===== config.mk =====
export PLATFORM = sky130hd
export DESIGN_NAME = mem_access_stage
export DESIGN_NICKNAME = d
export VERILOG_FILES = /design/src/rtl/mem_access_stage.sv
export SDC_FILE = /design/constraint.sdc
export NUM_CORES = 1
export LEC_CHECK = 0
export ABC_AREA = 0
export CAP_MARGIN = 30
export CORE_MARGIN = 3
export CORE_UTILIZATION = 46
export CTS_CLUSTER_DIAMETER = 200
export DETAILED_ROUTE_END_ITERATION = 10
export PLACE_DENSITY = 0.87
export SYNTH_ARGS = -nofsm -noshare
export SYNTH_HDL_FRONTEND = slang
export SYNTH_SLANG_ARGS = --single-unit

===== constraint.sdc =====
create_clock -name Clk -period 4.9 [get_ports Clk]
set_clock_uncertainty 0.15 [all_clocks]
set_input_delay 0.49 -clock Clk [delete_from_list [all_inputs] [get_ports Clk]]
set_output_delay 0.49 -clock Clk [all_outputs]
set_load 0.005 [all_outputs]

===== src/rtl/mem_access_stage.sv =====
// mem_access_stage: pipeline memory stage between EX/MEM and MEM/WB.
//   - Resolves the branch decision combinationally (PCSrc).
//   - Issues byte/half/word loads and stores over a req/ready data-memory
//     handshake, stalling upstream while an access is in flight.
//   - Registers the result into the MEM/WB pipeline register.
// Ports:
//   Clk, Rst_n            clock (rising edge), async active-low reset
//   In_*                  EX/MEM register fields (data, control, ALU flags)
//   PCSrc, Stall          combinational branch-taken / upstream hold
//   Mem_*                 data-memory request side (Req, WE, Addr, ByteEn,
//                         WData out; Ready, RData in)
//   Out_*                 MEM/WB register fields
// Build option: MEM_ALIGN_CHECK_EN enables misaligned-access detection
//   (Out_Misalign). When undefined, word accesses ignore addr[1:0], half
//   accesses ignore addr[0], and Out_Misalign stays 0.
// States:
//   ST_IDLE | no access outstanding; pass-through or issue a memop
//   ST_WAIT | request held on the memory port until Mem_Ready
module mem_access_stage #(
  parameter int ADDR_W = 32,
  parameter int DATA_W = 32
) (
  input  logic              Clk,
  input  logic              Rst_n,
  input  logic              In_Valid,
  input  logic [DATA_W-1:0] In_ALUResult,
  input  logic [DATA_W-1:0] In_StoreData,
  input  logic [4:0]        In_RegDstAddress,
  input  logic              In_RegWrite,
  input  logic              In_MemWrite,
  input  logic              In_MemRead,
  input  logic              In_MemToReg,
  input  logic              In_Branch,
  input  logic [1:0]        In_BitSel,
  input  logic [2:0]        In_BranchLogicOp,
  input  logic              In_Zero,
  input  logic              In_SignBit,
  output logic              PCSrc,
  output logic              Stall,
  output logic              Mem_Req,
  output logic              Mem_WE,
  output logic [ADDR_W-1:0] Mem_Addr,
  output logic [3:0]        Mem_ByteEn,
  output logic [DATA_W-1:0] Mem_WData,
  input  logic              Mem_Ready,
  input  logic [DATA_W-1:0] Mem_RData,
  output logic              Out_Valid,
  output logic              Out_RegWrite,
  output logic              Out_MemToReg,
  output logic [DATA_W-1:0] Out_ReadData,
  output logic [DATA_W-1:0] Out_ALUResult,
  output logic [4:0]        Out_RegDstAddress,
  output logic              Out_Misalign
);

  typedef enum logic {ST_IDLE, ST_WAIT} state_t;

  state_t              state_q, state_d;
  logic                req_q, req_d, we_q, we_d;
  logic [ADDR_W-1:0]   addr_q, addr_d;
  logic [3:0]          be_q, be_d;
  logic [DATA_W-1:0]   wdata_q, wdata_d;
  logic                valid_q, valid_d, rw_q, rw_d, m2r_q, m2r_d, mis_q, mis_d;
  logic [DATA_W-1:0]   rdata_q, rdata_d, alu_q, alu_d;
  logic [4:0]          rd_q, rd_d;

  logic [1:0]          a;
  logic                is_half, is_byte, memop, misalign;
  logic                cond;
  logic [3:0]          be_c;
  logic [DATA_W-1:0]   wdata_c, load_c;
  logic [15:0]         half_sel;
  logic [7:0]          byte_sel;

  // Branch condition
  always_comb begin
    case (In_BranchLogicOp)
      3'b000:  cond = In_Zero;
      3'b001:  cond = !In_Zero;
      3'b010:  cond = !In_SignBit;
      3'b011:  cond = !In_SignBit && !In_Zero;
      3'b100:  cond = In_SignBit || In_Zero;
      3'b101:  cond = In_SignBit;
      default: cond = 1'b0;
    endcase
  end
  assign PCSrc = In_Valid & In_Branch & cond;

  // Lane decode, store replication and load extraction
  always_comb begin
    a       = In_ALUResult[1:0];
    is_half = (In_BitSel == 2'b01);
    is_byte = (In_BitSel == 2'b10);
    memop   = In_Valid & (In_MemRead | In_MemWrite);
`ifdef MEM_ALIGN_CHECK_EN
    misalign = memop & ((!is_half && !is_byte && (a != 2'b00)) || (is_half && a[0]));
`else
    misalign = 1'b0;
`endif
    half_sel = a[1] ? Mem_RData[31:16] : Mem_RData[15:0];
    case (a)
      2'b00:   byte_sel = Mem_RData[7:0];
      2'b01:   byte_sel = Mem_RData[15:8];
      2'b10:   byte_sel = Mem_RData[23:16];
      default: byte_sel = Mem_RData[31:24];
    endcase
    if (is_half) begin
      be_c    = a[1] ? 4'b1100 : 4'b0011;
      wdata_c = {2{In_StoreData[15:0]}};
      load_c  = {{16{half_sel[15]}}, half_sel};
    end else if (is_byte) begin
      be_c    = 4'b0001 << a;
      wdata_c = {4{In_StoreData[7:0]}};
      load_c  = {{24{byte_sel[7]}}, byte_sel};
    end else begin
      be_c    = 4'b1111;
      wdata_c = In_StoreData;
      load_c  = Mem_RData;
    end
  end

  // Next-state / MEM/WB logic; MEM/WB defaults to a bubble
  always_comb begin
    state_d = state_q;
    req_d   = req_q;
    we_d    = we_q;
    addr_d  = addr_q;
    be_d    = be_q;
    wdata_d = wdata_q;
    valid_d = 1'b0;
    rw_d    = 1'b0;
    m2r_d   = 1'b0;
    mis_d   = 1'b0;
    rdata_d = '0;
    alu_d   = '0;
    rd_d    = '0;
    Stall   = 1'b0;
    case (state_q)
      ST_IDLE: begin
        if (memop && !misalign) begin
          Stall   = 1'b1;
          state_d = ST_WAIT;
          req_d   = 1'b1;
          we_d    = In_MemWrite;    // read+write together behaves as a write
          addr_d  = {In_ALUResult[ADDR_W-1:2], 2'b00};
          be_d    = be_c;
          wdata_d = wdata_c;
        end else if (misalign) begin
          valid_d = 1'b1;
          mis_d   = 1'b1;
          alu_d   = In_ALUResult;
          rd_d    = In_RegDstAddress;
        end else begin
          valid_d = In_Valid;
          rw_d    = In_Valid & In_RegWrite;
          m2r_d   = In_Valid & In_MemToReg;
          alu_d   = In_ALUResult;
          rd_d    = In_RegDstAddress;
        end
      end
      ST_WAIT: begin
        Stall = !Mem_Ready;
        if (Mem_Ready) begin
          state_d = ST_IDLE;
          req_d   = 1'b0;
          valid_d = 1'b1;
          rw_d    = In_RegWrite;
          m2r_d   = In_MemToReg;
          alu_d   = In_ALUResult;
          rd_d    = In_RegDstAddress;
          rdata_d = we_q ? '0 : load_c;
        end
      end
      default: state_d = ST_IDLE;
    endcase
  end

  always_ff @(posedge Clk or negedge Rst_n) begin
    if (!Rst_n) begin
      state_q <= ST_IDLE;
      req_q   <= 1'b0;
      we_q    <= 1'b0;
      addr_q  <= '0;
      be_q    <= '0;
      wdata_q <= '0;
      valid_q <= 1'b0;
      rw_q    <= 1'b0;
      m2r_q   <= 1'b0;
      mis_q   <= 1'b0;
      rdata_q <= '0;
      alu_q   <= '0;
      rd_q    <= '0;
    end else begin
      state_q <= state_d;
      req_q   <= req_d;
      we_q    <= we_d;
      addr_q  <= addr_d;
      be_q    <= be_d;
      wdata_q <= wdata_d;
      valid_q <= valid_d;
      rw_q    <= rw_d;
      m2r_q   <= m2r_d;
      mis_q   <= mis_d;
      rdata_q <= rdata_d;
      alu_q   <= alu_d;
      rd_q    <= rd_d;
    end
  end

  assign Mem_Req           = req_q;
  assign Mem_WE            = we_q;
  assign Mem_Addr          = addr_q;
  assign Mem_ByteEn        = be_q;
  assign Mem_WData         = wdata_q;
  assign Out_Valid         = valid_q;
  assign Out_RegWrite      = rw_q;
  assign Out_MemToReg      = m2r_q;
  assign Out_ReadData      = rdata_q;
  assign Out_ALUResult     = alu_q;
  assign Out_RegDstAddress = rd_q;
  assign Out_Misalign      = mis_q;

endmodule


# Word-level counts from Yosys, hierarchy flattened

Cells that the tools add are included.

Equality and inequality tests: 11
Shift operators: 1
Muxes and demuxes: 35
Bitwise gates (word level): 7
Reductions and logical operators: 9

Operators with widths:

| kind                  | number |
|---|---|
| $mux W32              | 9 |
| $pmux W32 S2          | 1 |
| $pmux W8 S3           | 1 |
| $mux W16              | 1 |
| $mux W4               | 3 |
| $pmux W1 S2           | 6 |
| $mux W1               | 10 |
| $mux W5               | 2 |
| $pmux W5 S2           | 1 |
| $eq A3 B2 Y1 const B  | 2 |
| $eq A3 B3 Y1 const B  | 2 |
| $pmux W1 S6           | 1 |
| $and A1 B1 Y1         | 5 |
| $eq A2 B1 Y1 const B  | 2 |
| $eq A2 B2 Y1 const B  | 2 |
| $ne A2 B2 Y1 const B  | 2 |
| $reduce_and A2 Y1     | 2 |
| $shl A1 B2 Y4 const A | 1 |
| $eq A3 B1 Y1 const B  | 1 |
| $logic_not A1 Y1      | 3 |
| $logic_not A3 Y1      | 1 |
| $logic_not A2 Y1      | 1 |
| $logic_and A1 B1 Y1   | 1 |
| $logic_or A1 B1 Y1    | 1 |
| 2 further kinds       | 2 |

Register bits: 141
Bits of input ports: 117
Output and inout port bits: 145
Word-level logic and storage cells: 75

# Logic depth before layout (Yosys ltp)

Depth in word-level cells: 7
Depth in mapped cells: 5
Depth with buffers taken out: 3

# Worst setup path before layout

Ideal clock, no wire load.

Path type: input to register
Start point: input In_ALUResult[0]
End point: register rdata_q[6] (netlist: Out_ReadData[6])
Setup time: 133 ps
Arrival time: 1652 ps
Data required time: 4617 ps
Path slack: 2965 ps
Stages on the path: 5
Path buffers: 2
Cells stage by stage: buf_2 -> clkbuf_1 -> mux2_2 -> a221oi_1 -> a211oi_1

Word-level cells in the longest chain between the ends: 7
Elaborated cells on any way between the ends: 9
Those cells by class: eq/ne (2); mux (6); reduce/logical (1)

Ends and longest elaborated chain:

| element                                    | RTL line | RTL |
|---|---|---|
| from (decl)                                | 26       | `input logic [DATA_W-1:0] In_ALUResult,` |
| $eq A2 B2 Y1, or another cell as far along | 101      | `case (a)` |
| $pmux W8 S3 (*)                            | 101      |  |
| $mux W32 (*)                               | 111      | `end else if (is_byte) begin` |
| $mux W32 (*)                               | 107      | `if (is_half) begin` |
| $mux W32 (*)                               | 171      | `rdata_d = we_q ? '0 : load_c;` |
| $mux W32 (*)                               | 163      | `if (Mem_Ready) begin` |
| $mux W32 (*)                               | 138      | `case (state_q)` |
| via rdata_d[6]                             | 64       | `logic [DATA_W-1:0] rdata_q, rdata_d, alu_q, alu_d;` |
| to (signal assigned)                       | 204      | `rdata_q <= rdata_d;` |
| to (decl)                                  | 64       |  |

The timed path passes the listed nets; every way through them passes the cells marked *.
A chain may end at the register's enable or synchronous reset.

# Worst setup path after layout

Start point: input In_Valid
End point: output Stall

Word-level cells in the longest chain between the ends: 3

Ends and longest elaborated chain:

| element       | RTL line | RTL |
|---|---|---|
| from (decl)   | 25       | `input logic In_Valid,` |
| $and A1 B1 Y1 | 94       | `memop = In_Valid & (In_MemRead \| In_MemWrite);` |
| $mux W1       | 140      | `if (memop && !misalign) begin` |
| $pmux W1 S2   | 138      |  |
| to (decl)     | 39       | `output logic Stall,` |

Every way passes these cells.

==> results.cfg <==
[route]
detail_route.iter0.violations = 410
topRoutingLayerUsed = met4
met2RoutedLength_um = 9215
drt-wirelength-per-cell_um = 19.63
m1WireLength_um = 6626
avgViaCountPerCell = 5.332
vias = 4863
dr_wl_met3_um = 1554
drt-pass1-iter-count = 5
detail_route.drc_violations = 0
detail-route-antenna-nets = 0
route.final.wire_length_um = 17900

[critical_path]
crit_required_ns = 4.26
worst_path_most_repeated_cell = clkdlybuf4s50_1
critical_path.cell_chain = clkdlybuf4s50_1 -> nor2b_1 -> a2bb2oi_2 -> buf_4 -> inv_1 -> clkdlybuf4s50_1
critPathSlowestCell = clkdlybuf4s50_1
worst_setup_path_end_kind = primary output
cp_slowest_stage_delay_ns = 0.52
crit_arrival_ns = 2.37
path_buf_inv = 4
critPathTopFamily = buffers and inverters
crit_type = input port to primary output
highest_fanout_seen_on_the_critical_path = 38
startpoint_type = input port

[clock_network]
cts.root.buffer_cell = clkbuf_16
cts_num_sinks = 141
cts_tree = yes
max-clock-path-buffers = 2
ctsResizeCount = 0
hold_buffers = 0
cts.repair_timing.setup_buffer_count = 0
path_clk_slew_ns = 0.06
clk_latency_ns = 0.41
cts-buffers-inserted = 17
htreeDepth = 4

[run]
cap_violations = 0

[synthesis]
muxShareOfSynthArea_pct = 20.40
netlist.top_cell.by_area = dfrtp_1
mappedNetlistArea_um2 = 6202
synth_compound_area_share_pct = 8.029
netlist_instances = 476
synth_top_family_by_area = multiplexers
post_synth_main_area_contributors = dfrtp_1 (57%), mux2_2 (17%), and2_1 (3.9%)
synth_edf_count = 0
area_fraction_of_the_dominant_cell_type_after_synthesis_pct = 56.89
postSynthRegisterBits = 141
share_of_flip_flops_with_an_asynchronous_set_or_reset_pct = 100.0
ys_dominant_reg_cell = dfrtp_1
yosys_warnings = 0
syn_avg_cell_area_um2 = 13.03
synthAdderAreaFrac_pct = 0
synth_simple_gate_area_share_pct = 11.10
netlist-cell-type-count = 36
ys_seq_area_share_pct = 56.89
synth_xor_area_share_pct = 0.2623

[die]
ioPinCount = 262
fp.dieH_um = 122.1
rows = 41
die-area_um2 = 14910
core_um2 = 12880
die_x_um = 122.1
floorplan.initialDensity_pct = 48.17

[sta]
final_hold_viol_count = 0
worst_slew_margin_rel_pct = 32.43
maxClockFrequency_mhz = 332.6
finalCritPeriodShare_pct = 61.35
setup_viol = 0
rsz0062_at_grt = false
timing_worst_slew_pin_value_ns = 1.012
final_count_of_pins_violating_max_slew = 0
period_minus_slack_ns = 3.006
finalSetupTns_ns = 0

[layout]
final-instance-count-excl-fill = 912
final_core_util_pct = 73.95
final_layout_size_suffix_gt1_share_pct = 19.73
design.final.nets = 845
antenna_cells = 0
area_growth_syn_to_layout_pct = 53.52

[global_route]
antenna_violations_before_repair = 0
grtUsageTotal_pct = 24.28
grt_pass1_wl_um = 27600
grt_remaining_overflow = 0
grt_max_degree = 101
first_global_vias = 5132

[min_path]
min-delay-path-class = input port to async pin

[pwr]
cellPowerDensity_nw_per_um2 = 389.1
post-layout-total-power_mw = 3.705
static-leakage-power_nw = 4.076
worst_ir_drop_vdd_mv = 0.2839

[status]
status = completed

[placed_design]
finalWeightedCongestion = 0.9048
port_buffers = 258
place_hpwl_um = 12990
post-place-cells = 879
[final timing paths]
check	start	to	slack (ns)	depth (start not counted)
hold reg to reg	Mem_Req	Mem_Req	0.34	2
hold / removal	Rst_n	Out_ALUResult[9]	0.02	1
max in group asynchronous	Rst_n	Out_Valid	3.49	2
min in group Clk	Mem_Req	Mem_Req	0.34	2
setup reg to reg	state_q	Mem_WData[11]	2.92	4
setup / recovery	In_Valid	Stall	1.89	6
[power breakdown]
group / total (mW) / leakage [nW] / internal (mW) / switching [mW]
clock network: 1.31 / 0.283 / 0.807 / 0.499
logic: 0.945 / 2.04 / 0.609 / 0.336
registers: 1.45 / 1.75 / 1.36 / 0.0936
[logic make-up (layout without fill, tap and decap cells)]
kind of cell	after synthesis	count (layout)
DFF	141	141
AOI/OAI and AO/OA	58	58
buffers and inverters	41	303
and+or+nand+nor	119	119
xor gates and xnor gates	1	1
muxes	115	115
other	1	3
[synth_stat cells (all sizes together), types with 9 or more instances]
master and count:
a211oi 14, mux2i 24, nor2 18, dfrtp 141, nor3 19, and3b 9
nor2b 11, clkbuf 10, mux2 91, and2 39, buf 25, o221a 9
[registers in the layout (all words and copies together) (netlist names)]
name,cells
Mem_Req,1
Out_ReadData,32
state_q,1
Out_ALUResult,32
Mem_WData,32
Mem_ByteEn,4
Out_RegDstAddress,5
Out_Valid,1
Out_RegWrite,1
Mem_WE,1
Mem_Addr,30
Out_MemToReg,1
[metrics by stage]
stage          setup WS [ns]  cell area (um^2)  hold WS (ns)
2_1_floorplan          2.965              6210       0.04441
4_1_cts                1.905              9474       0.05603
3_3_place_gp           1.625              8877        0.3117
6_report               1.894              9522       0.02005
3_5_place_dp           1.601              8877        0.3350
5_1_grt                1.780              9522       0.07304
[area by class of cell]
class	instances	area, um^2
fillers	824	3354
flip-flops and latches	141	3528
clock inverters	11	160.2
inverters	6	22.52
repair buffers	266	2671
well taps	172	215.2
clock buffers	20	436.7
multi-input cells	296	2487
[metal layers]
layer | global-route usage [%] | vias up
met5 | 0 | -
met4 | 10.01 | 0
met3 | 7.614 | 35
met2 | 41.57 | 220
met1 | 28.33 | 2399
li1 | - | 2209
[cells in the final DEF (no fill, tap or decap), drive strengths merged, types with 10 or more instances in the layout]
master,netlist,layout
mux2i,24,24
a211oi,14,14
clkdlybuf4s50,0,256
nor2,18,18
nor3,19,19
nor2b,11,11
buf,25,10
and2,39,39
dfrtp,141,141
clkbuf,10,20
mux2,91,91
Note: power is estimated with default switching activity, not from simulation.
